==> config.mk <==
export PLATFORM = sky130hd
export DESIGN_NAME = plate_char_collector
export DESIGN_NICKNAME = d
export VERILOG_FILES = /design/src/rtl/plate_char_collector_pkg.sv /design/src/rtl/plate_char_collector_vsync_edge_det.sv /design/src/rtl/plate_char_collector.sv
export SDC_FILE = /design/constraint.sdc
export NUM_CORES = 1
export LEC_CHECK = 0
export CORE_AREA = 4 4 157 272
export DETAILED_ROUTE_END_ITERATION = 6
export DIE_AREA = 0 0 161 276
export GPL_TIMING_DRIVEN = 0
export PLACE_DENSITY = 0.53
export SLEW_MARGIN = 40
export SYNTH_ARGS = -nofsm -noshare
export SYNTH_HDL_FRONTEND = slang
export SYNTH_SLANG_ARGS = --single-unit
export TNS_END_PERCENT = 10
==> constraint.sdc <==
create_clock -name pixelclk -period 2.25 [get_ports pixelclk]
set_clock_uncertainty 0.2 [all_clocks]
set_input_delay 0.3375 -clock pixelclk [delete_from_list [all_inputs] [get_ports pixelclk]]
set_output_delay 0.3375 -clock pixelclk [all_outputs]
set_load 0.1 [all_outputs]
==> src/rtl/plate_char_collector_pkg.sv <==
// Shared widths, FSM state encoding and plate record for the plate character collector.
package plate_pkg;

    localparam int NUM_CHARS = 8;
    localparam int PROV_W    = 16;
    localparam int CHAR_W    = 8;
    localparam int IDX_W     = 3;
    localparam int MATCH_W   = 3;

    typedef enum logic [1:0] {
        COLLECT = 2'd0,
        COMPARE = 2'd1,
        COMMIT  = 2'd2
    } state_e;

    // One full plate: 16-bit province code plus seven 8-bit characters (idx 1..7).
    typedef struct packed {
        logic [PROV_W-1:0]                 prov;
        logic [NUM_CHARS-1:1][CHAR_W-1:0]  chars;
    } plate_t;

endpackage

==> src/rtl/plate_char_collector_vsync_edge_det.sv <==
// Three-flop synchronizer for the video vsync with a single-cycle rising-edge pulse.
module vsync_edge_det (
    input  logic pixelclk,
    input  logic reset_n,
    input  logic vsync_i,
    output logic vsync_pos_o
);

    logic [2:0] sync_q;

    always_ff @(posedge pixelclk) begin
        if (!reset_n) begin
            sync_q <= '0;
        end else begin
            sync_q <= {sync_q[1:0], vsync_i};
        end
    end

    assign vsync_pos_o = sync_q[1] & ~sync_q[2];

endmodule

==> src/rtl/plate_char_collector.sv <==
// Collects per-frame character results and commits a plate once it is seen unchanged
// for STABLE_FRAMES consecutive complete frames (legal range 1..7).
//
// state   | meaning
// COLLECT | capturing characters into shadow, waiting for vsync rising edge
// COMPARE | one cycle: judge the closed frame snapshot against the candidate
// COMMIT  | one cycle: outputs hold the new plate, result_valid is high
module plate_char_collector
    import plate_pkg::*;
#(
    parameter int STABLE_FRAMES = 3
) (
    input  logic        pixelclk,
    input  logic        reset_n,
    input  logic        i_vsync,
    input  logic        char_valid,
    input  logic [2:0]  char_idx,
    input  logic [15:0] char_code,
    output logic [15:0] char_result1,
    output logic [7:0]  char_result2,
    output logic [7:0]  char_result3,
    output logic [7:0]  char_result4,
    output logic [7:0]  char_result5,
    output logic [7:0]  char_result6,
    output logic [7:0]  char_result7,
    output logic [7:0]  char_result8,
    output logic [1:0]  vpframe_cnt,
    output logic        result_valid
);

    localparam logic [MATCH_W-1:0] STABLE_CNT = MATCH_W'(STABLE_FRAMES);

    logic                 vsync_pos;
    state_e               state_q, state_d;
    plate_t               shadow_q, shadow_d;
    plate_t               snap_q, snap_d;
    plate_t               cand_q, cand_d;
    plate_t               result_q, result_d;
    logic [NUM_CHARS-1:0] mask_q, mask_d;
    logic [NUM_CHARS-1:0] snap_mask_q, snap_mask_d;
    logic [MATCH_W-1:0]   match_q, match_d;
    logic                 committed_q, committed_d;
    logic                 rv_q, rv_d;
    logic [1:0]           vpcnt_q, vpcnt_d;

    vsync_edge_det u_vsync_edge_det (
        .pixelclk    (pixelclk),
        .reset_n     (reset_n),
        .vsync_i     (i_vsync),
        .vsync_pos_o (vsync_pos)
    );

    always_comb begin
        state_d     = state_q;
        shadow_d    = shadow_q;
        snap_d      = snap_q;
        cand_d      = cand_q;
        result_d    = result_q;
        mask_d      = mask_q;
        snap_mask_d = snap_mask_q;
        match_d     = match_q;
        committed_d = committed_q;
        rv_d        = 1'b0;
        vpcnt_d     = vpcnt_q;

        if (vsync_pos) begin
            vpcnt_d = vpcnt_q + 2'd1;
        end

        case (state_q)
            COLLECT: begin
                if (vsync_pos) begin
                    snap_d      = shadow_q;
                    snap_mask_d = mask_q;
                    mask_d      = '0;
                    state_d     = COMPARE;
                end
            end
            COMPARE: begin
                if (snap_mask_q != '1) begin
                    match_d     = '0;
                    committed_d = 1'b0;
                end else if (snap_q == cand_q) begin
                    if (match_q != STABLE_CNT) begin
                        match_d = match_q + MATCH_W'(1);
                    end
                end else begin
                    cand_d      = snap_q;
                    match_d     = MATCH_W'(1);
                    committed_d = 1'b0;
                end
                // Outputs and the pulse are registered on entry so both are valid during COMMIT.
                if ((match_d == STABLE_CNT) && !committed_d) begin
                    result_d = cand_d;
                    rv_d     = 1'b1;
                    state_d  = COMMIT;
                end else begin
                    state_d  = COLLECT;
                end
            end
            COMMIT: begin
                committed_d = 1'b1;
                state_d     = COLLECT;
            end
            default: begin
                state_d = COLLECT;
            end
        endcase

        // Applied after the frame-boundary clear so a coincident strobe lands in the new frame.
        if (char_valid) begin
            mask_d[char_idx] = 1'b1;
            if (char_idx == '0) begin
                shadow_d.prov = char_code;
            end
            for (int i = 1; i < NUM_CHARS; i++) begin
                if (char_idx == IDX_W'(i)) begin
                    shadow_d.chars[i] = char_code[CHAR_W-1:0];
                end
            end
        end
    end

    always_ff @(posedge pixelclk) begin
        if (!reset_n) begin
            state_q     <= COLLECT;
            shadow_q    <= '0;
            snap_q      <= '0;
            cand_q      <= '0;
            result_q    <= '0;
            mask_q      <= '0;
            snap_mask_q <= '0;
            match_q     <= '0;
            committed_q <= 1'b0;
            rv_q        <= 1'b0;
            vpcnt_q     <= '0;
        end else begin
            state_q     <= state_d;
            shadow_q    <= shadow_d;
            snap_q      <= snap_d;
            cand_q      <= cand_d;
            result_q    <= result_d;
            mask_q      <= mask_d;
            snap_mask_q <= snap_mask_d;
            match_q     <= match_d;
            committed_q <= committed_d;
            rv_q        <= rv_d;
            vpcnt_q     <= vpcnt_d;
        end
    end

    assign char_result1 = result_q.prov;
    assign char_result2 = result_q.chars[1];
    assign char_result3 = result_q.chars[2];
    assign char_result4 = result_q.chars[3];
    assign char_result5 = result_q.chars[4];
    assign char_result6 = result_q.chars[5];
    assign char_result7 = result_q.chars[6];
    assign char_result8 = result_q.chars[7];
    assign vpframe_cnt  = vpcnt_q;
    assign result_valid = rv_q;

endmodule

After elaboration in Yosys (flattened, before gate mapping)
Cells that the tools add are included.

Register bits: 316. Input bits: 23. Output and inout bits: 75. Logic and storage cells: 97.

$add $sub $neg: 2. Magnitude comparators: 2. Equality and inequality tests: 14. Mux-type cells: 19. Bitwise logic cells: 3. Reductions and logical operators: 17.

Operator list (count): $mux W72 (2); $eq A72 B72 Y1 (1); $mux W8 (3); $reduce_and A2 Y1 (11); $eq A3 B3 Y1 const B (4); $mux W3 (4); $eq A3 B2 Y1 const B (3); $ne A8 B8 Y1 const B (1); $or A8 B8 Y8 (1); $mux W1 (5); $lt A3 B4 Y1 const B (1); $mux W2 (2); $pmux W2 S2 (1); $add A3 B1 Y3 const B (1); $demux W1 S3 (1); $eq A3 B1 Y1 const B (1); $ge A3 B1 Y1 const B (1); $logic_not A3 Y1 (1); $ne A3 B2 Y1 const B (1); $add A2 B1 Y2 const B (1); $eq A2 B1 Y1 const B (1); $eq A2 B2 Y1 const B (1); $logic_and A1 B1 Y1 (2); $logic_not A2 Y1 (1); 6 further kinds (6).

Longest topological paths before layout
Word-level depth: 9. Depth in mapped cells: 10. Gate-level depth less buffers: 8.

By module
A second synthesis with hierarchy kept.

Cells, all modules: 1513. Area total of the unflattened synthesis: 12505.7 um^2.

By module, submodules not included: plate_char_collector (times used 1, cells an instance 1506, area each 12413.2 um^2, sequential area each 6266.0 um^2); vsync_edge_det (times used 1, cells an instance 7, area each 92.6 um^2, sequential area each 60.1 um^2).

Worst setup path before layout
No wires, ideal clock.

Path type: reg-to-reg. From: reg state_q[1]. To: reg cand_q[0] (netlist bit). Setup time: 138 ps. Arrival: 1744 ps. Required time: 1912 ps. Slack: 168 ps. Stages on the path, launching flop included: 9. Buffers on the path: 3. Period minus slack after synthesis: 2082 ps. Cell sequence: dfxtp_1 inv_1 ha_1 inv_1 nor3_1 clkbuf_1 clkbuf_1 clkbuf_1 o221ai_1.

Cells in the longest elaborated chain, start to end: 1.

RTL lines: from (decl) (RTL line plate_char_collector.sv:34) `state_e state_q, state_d;`; from (signal assigned) (RTL line plate_char_collector.sv:138) `state_q <= state_d;`; $eq A2 B1 Y1 (RTL line plate_char_collector.sv:70) `case (state_q)`; to (signal assigned) (RTL line plate_char_collector.sv:141) `cand_q <= cand_d;`; to (decl) (RTL line plate_char_collector.sv:37) `plate_t cand_q, cand_d;`.

Every way passes these cells. A chain may end at the register's enable or synchronous reset.

Worst setup path after layout
From: reg snap_q[68] (netlist bit). To: reg result_q (netlist bit char_result2[7]).

Cells in the longest elaborated chain, start to end: 7. Elaborated cells between the ends (all ways): 13. Those cells by class: eq/ne: 2; mux: 8; reduce/logical: 3.

RTL lines: from (decl) (RTL line plate_char_collector.sv:36) `plate_t snap_q, snap_d;`; from (signal assigned) (RTL line plate_char_collector.sv:140) `snap_q <= snap_d;`; $eq A72 B72 Y1 * (RTL line plate_char_collector.sv:83) `end else if (snap_q == cand_q) begin`; $mux W3 / $mux W1 (equally long branches) (RTL line plate_char_collector.sv:83); $mux W3 / $mux W1 (equally long branches) (RTL line plate_char_collector.sv:80) `if (snap_mask_q != '1) begin`; $mux W3 / $mux W1 (equally long branches) (RTL line plate_char_collector.sv:70); $eq A3 B2 Y1 / $logic_not A1 Y1 (equally long branches) (RTL line plate_char_collector.sv:93) `if ((match_d == STABLE_CNT) && !committed_d) begin`; $logic_and A1 B1 Y1 (RTL line plate_char_collector.sv:93); $reduce_and A2 Y1 (no line); to (signal assigned) (RTL line plate_char_collector.sv:142) `result_q <= result_d;`; to (decl) (RTL line plate_char_collector.sv:38) `plate_t result_q, result_d;`.

Every way passes the cells marked *; elsewhere a longest branch is shown, timed or not. The select of a mux whose other input is x is not followed.

==> results_dict.tcl <==
set metrics [dict create \
    dpl.hpwl_um 35340 \
    place_congestion 0.9206 \
    maxSlewHeadroom_pct 46.84 \
    synth_top_cell_area_share_pct 45.28 \
    r2r_slack_ns -0.29 \
    nNetsFinal 1776 \
    antenna_found_initial 0 \
    syn-num-nets 1647 \
    grt_max_degree 16 \
    final.setup.worst_slack_ns -0.2895 \
    clk_latency_ns 0.58 \
    crit_type "register to register" \
    synth_edf_count 0 \
    rsz0062_at_grt "true" \
    crit_required_ns 2.51 \
    dieHeight_um 276 \
    hold_class "input port to register" \
    critPathMaxFanout 10 \
    leakage_nw 5.998 \
    wire_per_inst_um 20.31 \
    area_growth_pct 20.37 \
    drtIter0Drc 834 \
    core_mm2 0.04071 \
    drt_pass1_iterations 7 \
    final_cells 2320 \
    drive_gt1_share_pct 15.31 \
    min_period_over_period_pct 112.9 \
    drcViolationCount 0 \
    met2_length_um 23700 \
    grt_pass1_vias 11986 \
    ir_drop_v 0.0006324 \
    yosys.cell_types.count 34 \
    vias 12495 \
    synthTopCellsByArea "dfxtp_1 45%, nand2_1 12%, a21boi_0 7.7%" \
    clk_pin_slew_ns 0.07 \
    fin_setup_tns_ns -34.96 \
    cp.arrival_ns 2.80 \
    htreeDepth 1 \
    worstMarginPinSlew_ns 0.7944 \
    setup_viol 150 \
    grtUsageTotal_pct 20.35 \
    ys_async_sr_fraction_pct 0 \
    diodes 0 \
    dieArea_mm2 0.04444 \
    p_per_area_mw_per_mm2 691.4 \
    clk_path_buf_depth 3 \
    overflow 0 \
    hold_viol 2 \
    rows 98 \
    start_util_pct 34.32 \
    status "finished, violations left" \
    syn-cell-area_mm2 0.01397 \
    drv_slew 0 \
    via_per_inst 5.386 \
    portBuffers 86 \
    ys.flop_type "dfxtp_1" \
    synth-seq-area-share_pct 45.28 \
    wl_met1_um 18210 \
    dp.cells 2256 \
    yosysTopAreaCell "dfxtp_1" \
    grt_pass1_wl_um 71780 \
    io_pins 98 \
    syn_area_per_cell_um2 8.623 \
    maxUsedRoutingLayer "met4" \
    whs_ns -0.004761 \
    endpoint_kind "register" \
    route.met3.wl_um 2127 \
    synthCells 1620 \
    synth_warnings 0 \
    drv_cap 0 \
    cts_root_buffer "clkbuf_16" \
    min_period_ns 2.539 \
    cts_tree "built" \
    routed_wl_um 47130 \
    fmax_mhz 393.8 \
    synth.ff_latch_count 316 \
    pre_cts_ws_ns -1.118 \
    violations "negative hold slack, negative setup slack" \
    fin_util_pct 41.31 \
    cts_sinks 316 \
    die_w_um 161 \
    cts_made_buffers 30 \
    drtAntennaViolNets 0 \
    cp-start-kind "register" \
]
-- path summary, 6_finish.rpt --
| kind | startpoint | endpoint | depth (start not counted) |
|---|---|---|---|
| setup / recovery | snap_q[68]$_SDFFE_PN0P_ | char_result2[7]$_SDFFE_PN0P_ | 9 |
| hold / removal | char_code[6] | shadow_q[6]$_SDFFE_PN0P_ | 3 |
| setup reg to reg | snap_q[68]$_SDFFE_PN0P_ | char_result2[7]$_SDFFE_PN0P_ | 9 |
| hold reg to reg | u_vsync_edge_det.sync_q[0]$_SDFF_PN0_ | u_vsync_edge_det.sync_q[1]$_SDFF_PN0_ | 1 |
-- stage by stage --
stage | cell area [um^2] | power, mW | hold WS [ns]
after CTS | 16580 | 11.68 | 0.01097
after global placement | 15520 | 6.516 | 0.2186
after detailed placement | 15150 | 6.522 | 0.2255
after floorplan | 13970 | 6.239 | 0.2119
after global routing | 16810 | 12.02 | 0.009481
final | 16810 | 11.63 | -0.004761
-- repair_timing --
item | in CTS | in global routing
resized for setup | 97 | 86
endpoints found under the hold margin | 8 | 0
setup buffers | 7 | 1
hold buffers | 1 | 0
setup endpoints to repair | 230 | 240
pin swaps | 14 | 8
cloned | 1 | 2
-- state kept, by name, indices dropped and copies added, names as in the netlist --
name                     count
cand_q                      72
char_result1                16
char_result2                 8
char_result3                 8
char_result4                 8
char_result5                 8
char_result6                 8
char_result7                 8
char_result8                 8
committed_q                  1
mask_q                       8
match_q                      3
result_valid                 1
shadow_q                    72
snap_mask_q                  8
snap_q                      72
state_q                      2
u_vsync_edge_det.sync_q      3
vpframe_cnt                  2
-- cells by family (layout without fill, tap and decap cells) --
kind of cell | count (synthesis) | after routing | share of synthesized area, %
multiplexers | 74 | 74 | 5.302
flip-flops | 316 | 316 | 45.28
buffers and inverters | 162 | 312 | 5.249
adder cells (fa/ha/maj) | 4 | 4 | 0.3583
AO/OA/AOI/OAI | 385 | 385 | 21.13
XOR/XNOR | 75 | 75 | 4.702
AND/OR/NAND/NOR | 604 | 604 | 17.98
-- report_power, final --
group / leakage (nW) / switching [mW] / internal [mW]
clock: 0.474 / 2.30 / 2.81
sequential: 2.56 / 0.0261 / 5.63
combinational: 2.97 / 0.588 / 0.265
total: 6.00 / 2.92 / 8.71
-- cells in the mapped netlist (8+ instances only) --
cell type  instances
a21boi_0         143
a21oi_1           10
o221ai_1          72
xnor2_1           65
nand4_1           22
a31oi_1           72
a21boi_1          11
clkbuf_1          95
a41oi_1           72
dfxtp_1          316
buf_2             43
mux2i_1           74
nor2_1             8
nand3_1           80
nand2_1          458
nor2b_1           13
buf_6              8
xor2_1            10
-- layout by cell type (no fill, tap or decap), types with 11 or more instances in the layout --
cell type / count
nand2_1: 457
dfxtp_1: 302
a21boi_0: 143
buf_2: 85
nand3_1: 79
mux2i_1: 74
o221ai_1: 72
a31oi_1: 72
a41oi_1: 72
clkbuf_1: 67
xnor2_1: 42
clkbuf_16: 30
clkbuf_2: 24
buf_6: 23
buf_4: 22
nand4_1: 22
xnor2_2: 18
nor2b_1: 13
dfxtp_2: 12
clkbuf_4: 11
a21boi_1: 11
clkdlybuf4s50_1: 11
-- per-layer routing --
metal	up-vias	track usage, %
met4	0	11.65
met3	127	2.028
met1	5906	23.53
met5	-	0
met2	420	36.27
li1	6042	-
-- critical path, stage by stage, from the launching register on --
cell and delay (ns):
dfxtp_2 0.36, xnor2_4 0.24, nand4_1 0.24, nor4_4 0.44
and3_1 0.24, buf_6 0.12, nand3_4 0.10, buf_12 0.18
buf_6 0.16, mux2i_1 0.13
-- cell type report --
| cell class | count | area (um^2) |
|---|---|---|
| clock inverter | 16 | 158.9 |
| inverter | 5 | 18.77 |
| tap | 550 | 688.2 |
| fill | 4247 | 23890 |
| multi-input combinational | 1142 | 7226 |
| clock buffer | 37 | 817.0 |
| timing repair buffer | 98 | 601.8 |
| buffer | 156 | 955.9 |
| sequential | 316 | 6349 |
No activity file was read; power rests on OpenSTA's default activity.
